## config.mk

```make
export PLATFORM = sky130hd
export DESIGN_NAME = tinker_fetch_queue
export DESIGN_NICKNAME = d
export VERILOG_FILES = /design/src/rtl/tinker_fetch_queue.sv
export SDC_FILE = /design/constraint.sdc
export NUM_CORES = 1
export LEC_CHECK = 0
export ABC_CLOCK_PERIOD_IN_PS = 3700
export BUFFER_PORTS_ARGS = -buffer_cell sky130_fd_sc_hd__buf_4
export CAP_MARGIN = 20
export CORE_ASPECT_RATIO = 1.2
export CORE_MARGIN = 2
export CORE_UTILIZATION = 30
export DETAILED_ROUTE_END_ITERATION = 12
export PLACE_DENSITY = 0.58
export SKIP_LAST_GASP = 1
export SYNTH_ARGS = -nofsm -noshare
export SYNTH_HDL_FRONTEND = slang
export SYNTH_SLANG_ARGS = --single-unit
```

## constraint.sdc

```tcl
create_clock -name clock -period 3.7 [get_ports clock]
set_input_delay 0.74 -clock clock [delete_from_list [all_inputs] [get_ports clock]]
set_output_delay 0.74 -clock clock [all_outputs]
set_load 0.05 [all_outputs]
```

## src/rtl/tinker_fetch_queue.sv

```systemverilog
// Tinker instruction fetch stage: in-order 32-bit fetch requests, a small prefetch
// queue of {pc, insn} entries toward decode, and redirect flush with in-flight drop.
module tinker_fetch_queue #(
  parameter int unsigned DEPTH           = 4,
  parameter int unsigned MAX_OUTSTANDING = 2,
  parameter logic [63:0] RESET_PC        = 64'h2000
) (
  input  logic        clock,
  input  logic        rst,
  output logic        mem_req_valid,
  output logic [63:0] mem_req_addr,
  input  logic        mem_req_ready,
  input  logic        mem_rsp_valid,
  input  logic [31:0] mem_rsp_data,
  input  logic        redirect_valid,
  input  logic [63:0] redirect_pc,
  output logic        out_valid,
  output logic [31:0] out_insn,
  output logic [63:0] out_pc,
  input  logic        out_ready
);

  localparam int unsigned PW = $clog2(DEPTH);
  localparam int unsigned CW = $clog2(DEPTH + 1);
  localparam int unsigned OW = $clog2(MAX_OUTSTANDING + 1);

  logic [63:0]   fetch_pc_q, fetch_pc_d;
  logic [63:0]   rsp_pc_q, rsp_pc_d;
  logic [PW-1:0] head_q, head_d;
  logic [PW-1:0] tail_q, tail_d;
  logic [CW-1:0] occ_q, occ_d;
  logic [OW-1:0] o_q, o_d;
  logic [OW-1:0] d_q, d_d;

  logic [63:0]   ent_pc_q   [DEPTH];
  logic [31:0]   ent_insn_q [DEPTH];

  logic          req_fire;
  logic          rsp_live;
  logic          push;
  logic          pop;
  logic [31:0]   credit_used;
  logic [PW-1:0] out_idx;
  logic [63:0]   redirect_aligned;

  // Live (non-dropped) requests already own a queue slot, so the queue cannot overflow.
  assign credit_used      = 32'(occ_q) + 32'(o_q - d_q);
  assign redirect_aligned = redirect_pc & ~64'd3;

  assign mem_req_valid = rst && !redirect_valid
                      && (32'(o_q) < MAX_OUTSTANDING)
                      && (credit_used < DEPTH);
  assign mem_req_addr  = fetch_pc_q;
  assign req_fire      = mem_req_valid && mem_req_ready;
  assign rsp_live      = mem_rsp_valid && (o_q != '0);

  // An empty queue keeps showing the most recently popped slot.
  assign out_idx   = (occ_q == '0) ? head_q - PW'(1) : head_q;
  assign out_valid = (occ_q != '0) && !redirect_valid;
  assign out_insn  = ent_insn_q[out_idx];
  assign out_pc    = ent_pc_q[out_idx];

  always_comb begin
    // NOTE: every variable gets a default first so no path leaves it unassigned (no latch).
    fetch_pc_d = fetch_pc_q;
    rsp_pc_d   = rsp_pc_q;
    head_d     = head_q;
    tail_d     = tail_q;
    occ_d      = occ_q;
    o_d        = o_q;
    d_d        = d_q;
    push       = 1'b0;
    pop        = 1'b0;

    if (redirect_valid) begin
      occ_d      = '0;
      tail_d     = head_q;
      fetch_pc_d = redirect_aligned;
      rsp_pc_d   = redirect_aligned;
      o_d        = o_q - OW'(rsp_live);
      d_d        = o_q - OW'(rsp_live);
    end else begin
      pop  = out_valid && out_ready;
      push = rsp_live && (d_q == '0);
      if (rsp_live && (d_q != '0)) d_d = d_q - OW'(1);
      if (push) begin
        tail_d   = tail_q + PW'(1);
        rsp_pc_d = rsp_pc_q + 64'd4;
      end
      if (pop) head_d = head_q + PW'(1);
      occ_d = occ_q + CW'(push) - CW'(pop);
      o_d   = o_q + OW'(req_fire) - OW'(rsp_live);
      if (req_fire) fetch_pc_d = fetch_pc_q + 64'd4;
    end
  end

  // NOTE: sequential state uses non-blocking assignments so every flop samples pre-edge values.
  always_ff @(posedge clock or negedge rst) begin
    if (!rst) begin
      fetch_pc_q <= RESET_PC;
      rsp_pc_q   <= RESET_PC;
      head_q     <= '0;
      tail_q     <= '0;
      occ_q      <= '0;
      o_q        <= '0;
      d_q        <= '0;
    end else begin
      fetch_pc_q <= fetch_pc_d;
      rsp_pc_q   <= rsp_pc_d;
      head_q     <= head_d;
      tail_q     <= tail_d;
      occ_q      <= occ_d;
      o_q        <= o_d;
      d_q        <= d_d;
    end
  end

  // NOTE: entry storage is reset so the head outputs read as zero during and right after reset.
  always_ff @(posedge clock or negedge rst) begin
    if (!rst) begin
      for (int i = 0; i < DEPTH; i++) begin
        ent_pc_q[i]   <= '0;
        ent_insn_q[i] <= '0;
      end
    end else if (push) begin
      ent_pc_q[tail_q]   <= rsp_pc_q;
      ent_insn_q[tail_q] <= mem_rsp_data;
    end
  end

  // A response with nothing outstanding is a memory-side protocol violation.
  rsp_needs_request: assert property (@(posedge clock) disable iff (!rst)
    mem_rsp_valid |-> (o_q != '0));

endmodule
```

==> results.ini <==
[yosys]
synth_edf_count = 0
yosysWarnings = 0
synth_top_area_frac = 0.532
seq_area_frac_synth = 0.534
dominantRegCellSynth = dfrtp_1
yosys-top-cells-area = dfrtp_1 53%, mux2_2 18%, mux4_2 8.8%
ys_types = 54
synth_top_area_cell = dfrtp_1
syn_inst = 1787
postSynthAreaPerCell_um2 = 13.4
synth_area_um2 = 23900
synth_seq_cells = 511
async_flop_share = 1.00

[worst_setup_path]
reg2regPathDepth = 13
r2r_end = mem_req_addr[42]
r2r-start = o_q[0]
cp-startpoint = o_q[0]
critPathMaxFanout = 3
r2r_slack_ns = 0.22
crit_type = flip-flop to output port
worstPathArrival_ns = 2.89
crit_path_end_kind = output port
critPathLaunchType = flip-flop
critPathCapture = mem_req_valid
worstPathRequired_ns = 2.96

[placed_design]
postPlaceCellArea_um2 = 27200
pre_cts_slack_ns = 0.304
hpwl_um = 47100
gp_congestion = 0.846
io_buffers = 257

[timing]
finClkSkew_ns = 0.0299
slew_violations = 0
finalSetupViolations = 0
fmax_mhz = 276
finalCritPeriodShare = 0.980
worst_pin_slew_ns = 1.22
finalWorstSetupSlack_ns = 0.0743
final-hold-violation-count = 0
slew_headroom = 0.186
finalCriticalPeriod_ns = 3.63
rsz0062_at_grt = yes

[power]
p_leak_nw = 13.2
peakVddDrop_v = 0.000515
powerDensity_nw_per_um2 = 1010
finalPower_w = 0.0299

[die]
die_h_um = 313
die_x_um = 262
rows = 113
dieArea_um2 = 82100
design.core.area_um2 = 79200
io-pin-count = 264
start_util = 0.302

[global_routing]
overflow = 0
grt_pass1_wl_um = 108000
grt_pass1_vias = 17303
antenna_found_initial = 1
grt.total_usage = 0.173
grt_max_degree = 201

[clock_tree]
clk_latency_ns = 0.62
postCtsHoldBufs = 0
cts_root_buf = clkbuf_16
clk_path_buf_depth = 3
cts_tree = yes
cts_buffers = 56
cts.clk_slew.worst_paths_ns = 0.06
htreeDepth = 2
cts.sinks = 511

[layout]
synthToLayoutAreaGrowth_pct = 23.3
final_area_um2 = 29500
drive_gt1_frac = 0.435
fin_nets = 2158

[status]
status = finished, final reports clean

[routing]
wl_um = 71600
wl_per_cell_um = 22.9
first_pass_iters = 5
vias = 16292
remaining_drc_errors = 0
viasPerCell = 5.22
drtAntennaViolNets = 0
drt-initial-drc-count = 1160

[flow_run]
drv_cap = 0

[worst_hold_path]
hold_path_class = input pin to asynchronous set/reset pin

==> sequential cells by signal, summed over array words and instances, names as in the netlist <==
signal        count
occ_q             3
rsp_pc_q         62
head_q            2
ent_insn_q      128
mem_req_addr     62
tail_q            2
d_q               2
ent_pc_q        248
o_q               2
==> routing by layer <==
metal	routed length, um	global-route usage	share of wire	up-vias
met2	34500	0.284	0.48	504
met1	30400	0.226	0.42	8579
met3	4010	0.0331	0.056	131
met5	0	0	0	-
li1	-	-	-	7078
met4	2760	0.0690	0.039	0
==> placed cells by master, fill, tap and decap left out, types with 24 or more instances in the layout <==
cell type | synthesis | final
inv_1 | 25 | 24
xor2_1 | 68 | 68
mux2_2 | 385 | 385
a21oi_1 | 34 | 34
nor2_1 | 47 | 46
mux4_2 | 94 | 94
buf_4 | 4 | 279
dfrtp_1 | 509 | 507
nand2_1 | 89 | 88
and3_1 | 30 | 30
clkbuf_16 | 0 | 58
nand3_1 | 76 | 76
nand4_1 | 51 | 51
o21ai_0 | 73 | 73
==> worst max-delay path: stages (launching register included) <==
cell      delay [ns]
dfrtp_1         0.38
inv_2           0.07
ha_4            0.16
fa_1            0.47
inv_1           0.05
ha_1            0.27
nand3b_1        0.09
a2111o_1        0.49
nand2_4         0.14
buf_8           0.15
==> stage by stage <==
step	TNS, ns	utilization	cells	hold WS [ns]
final	0	0.373	3121	0.287
after global routing	-0.181	0.373	3121	0.305
after CTS	-0.105	0.372	3115	0.281
after detailed placement	0	0.343	3002	0.491
after global placement	0	0.343	3002	0.483
after floorplan	0	-	1790	0.444
==> cells in the mapped netlist (17+ instances only) <==
library cell	instances
a21oi_1	34
nand3_1	76
nand2_1	89
dfrtp_1	509
nand4_1	51
buf_2	53
and3_1	30
clkbuf_1	45
xnor2_1	24
o311ai_0	17
xor2_1	68
inv_1	25
mux2_2	385
nor2_1	47
mux4_2	94
o21ai_0	73
==> power by group <==
part / internal (W) / switching, W / leakage, nW / total (W)
sequential: 0.00746 / 0.00116 / 6.59 / 0.00861
clock: 0.00377 / 0.00238 / 1.02 / 0.00615
combinational: 0.00629 / 0.00888 / 5.61 / 0.0152
total: 0.0175 / 0.0124 / 13.2 / 0.0299
==> worst min path at each step <==
stage                             endpoint  slack [ns]  cells after the start
after global placement      ent_insn_q[65]        0.48                      1
after floorplan                     d_q[0]        0.44                      0
after CTS                 mem_req_addr[19]        0.28                      2
final                         ent_pc_q[38]        0.29                      2
after detailed placement     ent_pc_q[245]        0.49                      1
after global routing         ent_pc_q[230]        0.31                      2
==> timing repair <==
item | CTS | global route
pin swaps | 4 | 4
cloned | 3 | 0
buffers inserted | 5 | 3
gates resized for setup | 7 | 5
setup endpoints to repair | 44 | 23
==> cell type report <==
cell class / count / area (um2)
clock inverters: 23 / 349
clock buffers: 82 / 1710
inverters: 27 / 101
flip-flops and latches: 511 / 12800
well taps: 1035 / 1290
diodes: 1 / 2.50
repair buffers: 306 / 2680
multi-input cells: 1136 / 10600
fillers: 7602 / 49600
==> kinds of logic (layout without fill, tap and decap cells) <==
kind of cell             Yosys count  after routing  share of synthesized area
buffers and inverters            143            438                     0.0264
AO/OA/AOI/OAI                    173            173                     0.0446
multiplexers                     485            485                      0.272
AND/OR/NAND/NOR                  364            364                     0.0790
XOR/XNOR                          92             92                     0.0337
other                              1              5                   0.000157
flip-flops                       511            511                      0.534
adder cells (fa/ha/maj)           18             18                     0.0100
(Power assumes the default switching activity.)
